**src/rtl/sevenseg_pkg.sv**
```systemverilog
// Shared types, constants and the BCD-to-segment decoder for the multiplexed 7-segment driver.
package sevenseg_pkg;

    typedef logic [7:0] seg_t;

    localparam seg_t SEG_BLANK = 8'h00;
    localparam seg_t SEG_DASH  = 8'h40;

    typedef enum logic [1:0] {
        IDLE,
        SHIFT,
        COMMIT
    } conv_state_t;

    // Active-high {dp,g,f,e,d,c,b,a}; non-decimal codes render blank.
    function automatic seg_t bcd_to_seg(input logic [3:0] digit);
        seg_t pat;
        case (digit)
            4'd0:    pat = 8'h3F;
            4'd1:    pat = 8'h06;
            4'd2:    pat = 8'h5B;
            4'd3:    pat = 8'h4F;
            4'd4:    pat = 8'h66;
            4'd5:    pat = 8'h6D;
            4'd6:    pat = 8'h7D;
            4'd7:    pat = 8'h07;
            4'd8:    pat = 8'h7F;
            4'd9:    pat = 8'h6F;
            default: pat = SEG_BLANK;
        endcase
        return pat;
    endfunction

endpackage

```
**src/rtl/sevenseg_scan_driver_if.sv**
```systemverilog
// Bus between the game/dice logic (master) and the scan driver (slave).
interface sevenseg_scan_driver_if #(
    parameter int unsigned NUM_DIGITS = 2,
    parameter int unsigned VAL_W      = 7
);
    logic [VAL_W-1:0]      value_i;
    logic                  load_i;
    logic                  ready_o;
    logic                  seg_pol_i;
    logic                  com_pol_i;
    logic                  lz_blank_i;
    logic [NUM_DIGITS-1:0] dp_i;
    logic [7:0]            seg_o;
    logic [NUM_DIGITS-1:0] com_o;
    logic                  overflow_o;

    modport master (
        output value_i, load_i, seg_pol_i, com_pol_i, lz_blank_i, dp_i,
        input  ready_o, seg_o, com_o, overflow_o
    );

    modport slave (
        input  value_i, load_i, seg_pol_i, com_pol_i, lz_blank_i, dp_i,
        output ready_o, seg_o, com_o, overflow_o
    );
endinterface

```
**src/rtl/bin2bcd_seq.sv**
```systemverilog
// Sequential double-dabble: one add-3/shift per clock, VAL_W shifts then a one-cycle commit.
module bin2bcd_seq
    import sevenseg_pkg::*;
#(
    parameter int unsigned VAL_W      = 7,
    parameter int unsigned NUM_DIGITS = 2
) (
    input  logic                    clk,
    input  logic                    rst_n,
    input  logic                    i_start,
    input  logic [VAL_W-1:0]        i_bin,
    output logic                    o_ready,
    output logic                    o_done,
    output logic [4*NUM_DIGITS-1:0] o_bcd,
    output logic                    o_ovf
);

    localparam int unsigned BCD_W = 4 * NUM_DIGITS;
    localparam int unsigned CNT_W = (VAL_W > 1) ? $clog2(VAL_W) : 1;

    conv_state_t      r_state, w_state_d;
    logic [VAL_W-1:0] r_bin, w_bin_d;
    logic [BCD_W-1:0] r_bcd, w_bcd_d, w_adj;
    logic             r_ovf, w_ovf_d;
    logic [CNT_W-1:0] r_cnt, w_cnt_d;
    logic             r_ready;

    always_comb begin
        w_adj = r_bcd;
        for (int i = 0; i < NUM_DIGITS; i++) begin
            if (r_bcd[4*i +: 4] >= 4'd5) begin
                w_adj[4*i +: 4] = r_bcd[4*i +: 4] + 4'd3;
            end
        end
    end

    // Anything shifted out of the top digit means the value needs more digits than we have.
    always_comb begin
        w_state_d = r_state;
        w_bin_d   = r_bin;
        w_bcd_d   = r_bcd;
        w_ovf_d   = r_ovf;
        w_cnt_d   = r_cnt;
        unique case (r_state)
            IDLE: begin
                if (i_start) begin
                    w_state_d = SHIFT;
                    w_bin_d   = i_bin;
                    w_bcd_d   = '0;
                    w_ovf_d   = 1'b0;
                    w_cnt_d   = '0;
                end
            end
            SHIFT: begin
                w_ovf_d = r_ovf | w_adj[BCD_W-1];
                w_bcd_d = {w_adj[BCD_W-2:0], r_bin[VAL_W-1]};
                w_bin_d = r_bin << 1;
                w_cnt_d = r_cnt + 1'b1;
                if (r_cnt == CNT_W'(VAL_W - 1)) begin
                    w_state_d = COMMIT;
                end
            end
            COMMIT: w_state_d = IDLE;
            default: w_state_d = IDLE;
        endcase
    end

    always_ff @(posedge clk or negedge rst_n) begin
        if (!rst_n) begin
            r_state <= IDLE;
            r_bin   <= '0;
            r_bcd   <= '0;
            r_ovf   <= 1'b0;
            r_cnt   <= '0;
            r_ready <= 1'b1;
        end else begin
            r_state <= w_state_d;
            r_bin   <= w_bin_d;
            r_bcd   <= w_bcd_d;
            r_ovf   <= w_ovf_d;
            r_cnt   <= w_cnt_d;
            r_ready <= (w_state_d == IDLE);
        end
    end

    assign o_ready = r_ready;
    assign o_done  = (r_state == COMMIT);
    assign o_bcd   = r_bcd;
    assign o_ovf   = r_ovf;

endmodule

```
**src/rtl/sevenseg_scan_driver.sv**
```systemverilog
// N-digit multiplexed 7-segment driver: BCD converter, display register, free-running scanner
// with an anti-ghost blank gap, runtime polarity, leading-zero blanking and overflow dashes.
module sevenseg_scan_driver
    import sevenseg_pkg::*;
#(
    parameter int unsigned NUM_DIGITS = 2,
    parameter int unsigned VAL_W      = 7,
    parameter int unsigned SCAN_DIV   = 1024,
    parameter int unsigned BLANK_CYC  = 16
) (
    input logic                   clk,
    input logic                   rst_n,
    sevenseg_scan_driver_if.slave io_bus
);

    localparam int unsigned SLOT_W = (SCAN_DIV > 1) ? $clog2(SCAN_DIV) : 1;
    localparam int unsigned IDX_W  = (NUM_DIGITS > 1) ? $clog2(NUM_DIGITS) : 1;
    localparam int unsigned BCD_W  = 4 * NUM_DIGITS;

    logic                  w_start, w_ready, w_done, w_ovf;
    logic [BCD_W-1:0]      w_bcd;
    logic [BCD_W-1:0]      r_disp;
    logic                  r_valid, r_ovf;
    logic [SLOT_W-1:0]     r_slot;
    logic [IDX_W-1:0]      r_idx;
    logic [NUM_DIGITS-1:0] w_blank_lz, w_com_act;
    logic                  w_nz_above;
    logic [3:0]            w_digit;
    seg_t                  w_pat;
    seg_t                  r_seg;
    logic [NUM_DIGITS-1:0] r_com;

    assign w_start = io_bus.load_i & w_ready;

    bin2bcd_seq #(
        .VAL_W      (VAL_W),
        .NUM_DIGITS (NUM_DIGITS)
    ) u_bin2bcd (
        .clk     (clk),
        .rst_n   (rst_n),
        .i_start (w_start),
        .i_bin   (io_bus.value_i),
        .o_ready (w_ready),
        .o_done  (w_done),
        .o_bcd   (w_bcd),
        .o_ovf   (w_ovf)
    );

    always_ff @(posedge clk or negedge rst_n) begin
        if (!rst_n) begin
            r_disp  <= '0;
            r_valid <= 1'b0;
            r_ovf   <= 1'b0;
        end else if (w_done) begin
            r_disp  <= w_bcd;
            r_valid <= 1'b1;
            r_ovf   <= w_ovf;
        end
    end

    always_ff @(posedge clk or negedge rst_n) begin
        if (!rst_n) begin
            r_slot <= '0;
            r_idx  <= '0;
        end else if (r_slot == SLOT_W'(SCAN_DIV - 1)) begin
            r_slot <= '0;
            r_idx  <= (r_idx == IDX_W'(NUM_DIGITS - 1)) ? '0 : r_idx + 1'b1;
        end else begin
            r_slot <= r_slot + 1'b1;
        end
    end

    // A digit is a leading zero when it and every digit above it are zero; digit 0 never is.
    always_comb begin
        w_nz_above = 1'b0;
        w_blank_lz = '0;
        for (int i = NUM_DIGITS - 1; i >= 0; i--) begin
            w_nz_above    = w_nz_above | (r_disp[4*i +: 4] != 4'd0);
            w_blank_lz[i] = (i != 0) && !w_nz_above;
        end
    end

    always_comb begin
        w_digit   = r_disp[4*r_idx +: 4];
        w_pat     = SEG_BLANK;
        w_com_act = '0;
        if (rst_n && (r_slot >= SLOT_W'(BLANK_CYC))) begin
            if (!r_valid) begin
                w_pat = SEG_BLANK;
            end else if (r_ovf) begin
                w_pat = SEG_DASH;
            end else if (io_bus.lz_blank_i && w_blank_lz[r_idx]) begin
                w_pat = SEG_BLANK;
            end else begin
                w_pat = bcd_to_seg(w_digit);
            end
            w_pat[7]         = w_pat[7] | io_bus.dp_i[r_idx];
            w_com_act[r_idx] = 1'b1;
        end
    end

    // No async reset here: the off level depends on the live polarity inputs, so the
    // outputs settle to "all off" on the first clock while rst_n is held low.
    always_ff @(posedge clk) begin
        r_seg <= io_bus.seg_pol_i ? w_pat : ~w_pat;
        r_com <= io_bus.com_pol_i ? w_com_act : ~w_com_act;
    end

    assign io_bus.seg_o      = r_seg;
    assign io_bus.com_o      = r_com;
    assign io_bus.ready_o    = w_ready;
    assign io_bus.overflow_o = r_ovf;

endmodule

```
**src/flat_wrapper.sv**
```systemverilog
// flat-port wrapper written by rule: the top's interface ports become plain ports
module sevenseg_scan_driver_flat import sevenseg_pkg::*;
#(
    parameter int unsigned NUM_DIGITS = 2,
    parameter int unsigned VAL_W      = 7,
    parameter int unsigned SCAN_DIV   = 1024,
    parameter int unsigned BLANK_CYC  = 16
)
  (clk, rst_n, io_bus_value_i, io_bus_load_i, io_bus_seg_pol_i, io_bus_com_pol_i, io_bus_lz_blank_i, io_bus_dp_i, io_bus_ready_o, io_bus_seg_o, io_bus_com_o, io_bus_overflow_o);
  sevenseg_scan_driver_if #(.NUM_DIGITS(NUM_DIGITS), .VAL_W(VAL_W)) io_bus_i ();
  input logic clk;
  input logic rst_n;
  input wire logic [$bits(io_bus_i.value_i)-1:0] io_bus_value_i;
  input wire logic [$bits(io_bus_i.load_i)-1:0] io_bus_load_i;
  input wire logic [$bits(io_bus_i.seg_pol_i)-1:0] io_bus_seg_pol_i;
  input wire logic [$bits(io_bus_i.com_pol_i)-1:0] io_bus_com_pol_i;
  input wire logic [$bits(io_bus_i.lz_blank_i)-1:0] io_bus_lz_blank_i;
  input wire logic [$bits(io_bus_i.dp_i)-1:0] io_bus_dp_i;
  output wire logic [$bits(io_bus_i.ready_o)-1:0] io_bus_ready_o;
  output wire logic [$bits(io_bus_i.seg_o)-1:0] io_bus_seg_o;
  output wire logic [$bits(io_bus_i.com_o)-1:0] io_bus_com_o;
  output wire logic [$bits(io_bus_i.overflow_o)-1:0] io_bus_overflow_o;
  assign io_bus_i.value_i = io_bus_value_i;
  assign io_bus_i.load_i = io_bus_load_i;
  assign io_bus_i.seg_pol_i = io_bus_seg_pol_i;
  assign io_bus_i.com_pol_i = io_bus_com_pol_i;
  assign io_bus_i.lz_blank_i = io_bus_lz_blank_i;
  assign io_bus_i.dp_i = io_bus_dp_i;
  assign io_bus_ready_o = io_bus_i.ready_o;
  assign io_bus_seg_o = io_bus_i.seg_o;
  assign io_bus_com_o = io_bus_i.com_o;
  assign io_bus_overflow_o = io_bus_i.overflow_o;
  sevenseg_scan_driver #(.NUM_DIGITS(NUM_DIGITS), .VAL_W(VAL_W), .SCAN_DIV(SCAN_DIV), .BLANK_CYC(BLANK_CYC)) u_core (.clk(clk), .rst_n(rst_n), .io_bus(io_bus_i));
endmodule
```
**config.mk**
```make
export PLATFORM = sky130hd
export DESIGN_NAME = sevenseg_scan_driver_flat
export DESIGN_NICKNAME = d
export VERILOG_FILES = /design/src/rtl/sevenseg_pkg.sv /design/src/rtl/sevenseg_scan_driver_if.sv /design/src/rtl/bin2bcd_seq.sv /design/src/rtl/sevenseg_scan_driver.sv /design/src/flat_wrapper.sv
export SDC_FILE = /design/constraint.sdc
export NUM_CORES = 1
export LEC_CHECK = 0
export BUFFER_PORTS_ARGS = -buffer_cell sky130_fd_sc_hd__buf_2
export CORE_MARGIN = 8
export CORE_UTILIZATION = 40
export CTS_BUF_LIST = sky130_fd_sc_hd__clkbuf_2 sky130_fd_sc_hd__clkbuf_4 sky130_fd_sc_hd__clkbuf_8
export DETAILED_ROUTE_END_ITERATION = 12
export GPL_TIMING_DRIVEN = 0
export PLACE_DENSITY = 0.58
export SKIP_LAST_GASP = 1
export SLEW_MARGIN = 20
export SYNTH_ARGS = -nofsm -noshare
export SYNTH_HDL_FRONTEND = slang
export SYNTH_SLANG_ARGS = --single-unit
```
**constraint.sdc**
```tcl
create_clock -name clk -period 2.87 [get_ports clk]
set_input_delay 0 -clock clk [delete_from_list [all_inputs] [get_ports clk]]
set_output_delay 0 -clock clk [all_outputs]
set_load 0.005 [all_outputs]
```
==> metrics.yaml <==
place:
  pre_cts_ws_ns: 0.441
  gp_congestion: 0.802
  io_buffers: 25
  dpl.hpwl_um: 3490
min_path:
  hold_depth: 4
  min_path_type: "input port to register"
worst_setup_path:
  end_kind: "register"
  cp-start-kind: "register"
  cp.arrival_ns: 2.64
  crit_type: "register to register"
  crit_path_max_fanout: 10
  worst_r2r_path_depth: 8
  required_ns: 3.05
  r2r_setup_slack_ns: 0.41
timing:
  finClkSkew_ns: 0.0104
  clock.fmax_mhz: 407
  post-route-min-period_ns: 2.46
  worst_pin_slew_ns: 0.678
  tns_ns: 0
  post-route-period-util: 0.857
  holdWs_ns: 0.0948
  setup_viol: 0
  hold_viol: 0
  drv_slew: 0
  slew_headroom: 0.546
  setup_slack_ns: 0.411
  rsz0062_at_grt: "false"
logic_synthesis:
  netlist_area_um2: 2670
  synth_fp_nets: 284
  synth.largest_area_cell: "dfrtp_1"
  synth_top_cell_area_share: 0.393
  synth.area.top_cells: "dfrtp_1 39%, dfxtp_1 7.5%, ha_1 6.1%, nand2_1 5.1%, mux2_2 4.6%"
  netlist-cell-type-count: 51
  ys.flop_type: "dfrtp_1"
  synth_common_cells: "42 x dfrtp_1, 36 x nand2_1, 16 x nor2_1"
  ys_warn_count: 0
  seq_area_frac_synth: 0.478
  ys_ff_latch: 53
  async_flop_share: 0.811
  synth_edf_count: 0
  synthCells: 256
  avgSynthCellArea_um2: 10.4
  yosysMostFrequentCell: "dfrtp_1"
final_layout:
  final_nets: 325
  drive_gt1_frac: 0.191
  post-route-util: 0.470
  diodes: 0
  area_delta_synth_final_pct: 16.9
  multi_input_area_um2: 1310
  regArea_um2: 1280
  n_fill_cell: 647
clocking:
  cts_tree: "yes"
  cts-root-buf: "clkbuf_8"
  post_cts_buffers: 0
  clk_pin_slew_ns: 0.10
  cts_max_level: 2
  worst_skew_pair.late_latency_ns: 0.31
  clock_sinks: 53
  cts_buffers: 5
  clockBufferDepth: 2
drt:
  dr.pass1.iters: 4
  via_count: 1884
  drt_iter0_drc: 54
  drt_wl_total_um: 4870
  drcViolationCount: 0
  wire_per_inst_um: 12.9
  ant_nets: 0
  via_per_inst: 4.98
status:
  status: "finished, final reports clean"
die:
  io_pins: 27
  die_x_um: 97.8
  fp.coreArea_um2: 6640
  rows: 30
  die_area_um2: 9560
  die_h_um: 97.8
  start_util: 0.402
global_route:
  grt_usage: 0.111
  grt_max_degree: 47
  grt_pass1_wl_um: 8980
  antenna_found_initial: 0
  grt_pass1_vias: 1959
  overflow: 0
run:
  maxCapViolations: 0
power:
  p_per_area_nw_per_um2: 913
  p_leak_nw: 1.46
  vdd_ir_drop_max_mv: 0.561
[state kept, by name, summed over array words and instances, names as in the netlist]
register and cells:
u_core.u_bin2bcd.r_state 2, u_core.io_bus.overflow_o 1, u_core.u_bin2bcd.o_ovf 1, u_core.r_valid 1, u_core.u_bin2bcd.r_bin 7, u_core.io_bus.seg_o 8
u_core.r_idx 1, u_core.u_bin2bcd.o_bcd 8, u_core.io_bus.com_o 2, u_core.u_bin2bcd.o_ready 1, u_core.r_slot 10, u_core.u_bin2bcd.r_cnt 3
u_core.r_disp 8
[layout make-up]
class	instances	area share
buffer	9	0.0136
clock buffer	5	0.0220
clock inverter	3	0.0208
inverter	12	0.0144
multi-input combinational	182	0.419
sequential	53	0.409
tap	80	0.0320
timing repair buffer	34	0.0697
[power by group]
part	switching (mW)	internal [mW]	total [mW]
Clock	0.242	0.346	0.588
Combinational	0.593	0.518	1.11
Sequential	0.166	0.987	1.15
Total	1.00	1.85	2.85
[metrics by stage]
step	area (um^2)	power, mW	cells
after floorplan	2670	1.99	256
after global placement	2900	2.27	361
after detailed placement	2900	2.28	361
after CTS	3120	2.89	378
after global routing	3130	3.11	378
final	3130	2.85	378
[path summary, 6_finish.rpt]
kind	start	to
min reg2reg	u_core.u_bin2bcd.r_bin[6]	u_core.u_bin2bcd.r_bin[6]
min	io_bus_dp_i[1]	u_core.io_bus.seg_o[7]
max reg2reg	u_core.r_idx	u_core.io_bus.seg_o[6]
max	u_core.r_idx	u_core.io_bus.seg_o[6]
min in group asynchronous	rst_n	u_core.r_slot[1]
max in group asynchronous	rst_n	u_core.u_bin2bcd.o_ready
[placed cells by master, fill, tap and decap left out, types with 2 or more instances in the layout]
cell type,instances
ha_1,13
nand3_1,7
a21boi_1,2
o21ai_1,3
nor2_1,16
o22ai_1,5
o21ba_1,2
dfxtp_1,10
dlygate4sd3_1,9
buf_1,3
mux2_2,11
dfrtp_1,42
nand2_1,36
mux2_4,2
nor3_1,3
clkbuf_8,5
nand2b_1,3
nor2b_1,3
mux2i_2,2
mux2i_1,4
xnor2_1,8
inv_1,11
o211ai_1,2
a21oi_1,8
a21o_1,4
o21ai_0,6
buf_2,25
a22oi_1,7
clkbuf_1,4
xor2_1,12
a211oi_1,4
bufinv_16,2
[repair_timing]
action	in CTS	in global routing
hold buffers	9	0
hold endpoints to repair	51	0
gates resized for setup	0	0
[cell families after synthesis]
kind of cell,synth area share
simple gates,0.133
buf+inv,0.0328
mux,0.0828
xor+xnor,0.0655
compound gates,0.147
fa+ha+maj,0.0608
flops,0.478
[worst max-delay path: stages, from the launching register on]
cell and delay, ns:
dfrtp_1 0.47, buf_6 0.19, mux2i_1 0.39, inv_1 0.12, ha_1 0.23, or4b_1 0.50
o311ai_1 0.11, a22oi_1 0.15, xor2_1 0.15
[layer usage]
metal,global-route usage,vias to the layer above,part of all wire
li1,-,965,-
met1,0.138,874,0.51
met2,0.177,39,0.43
met3,0.0377,6,0.055
met4,0.0360,0,0.011
met5,0,-,0
Note: power is estimated with default switching activity, not from simulation.
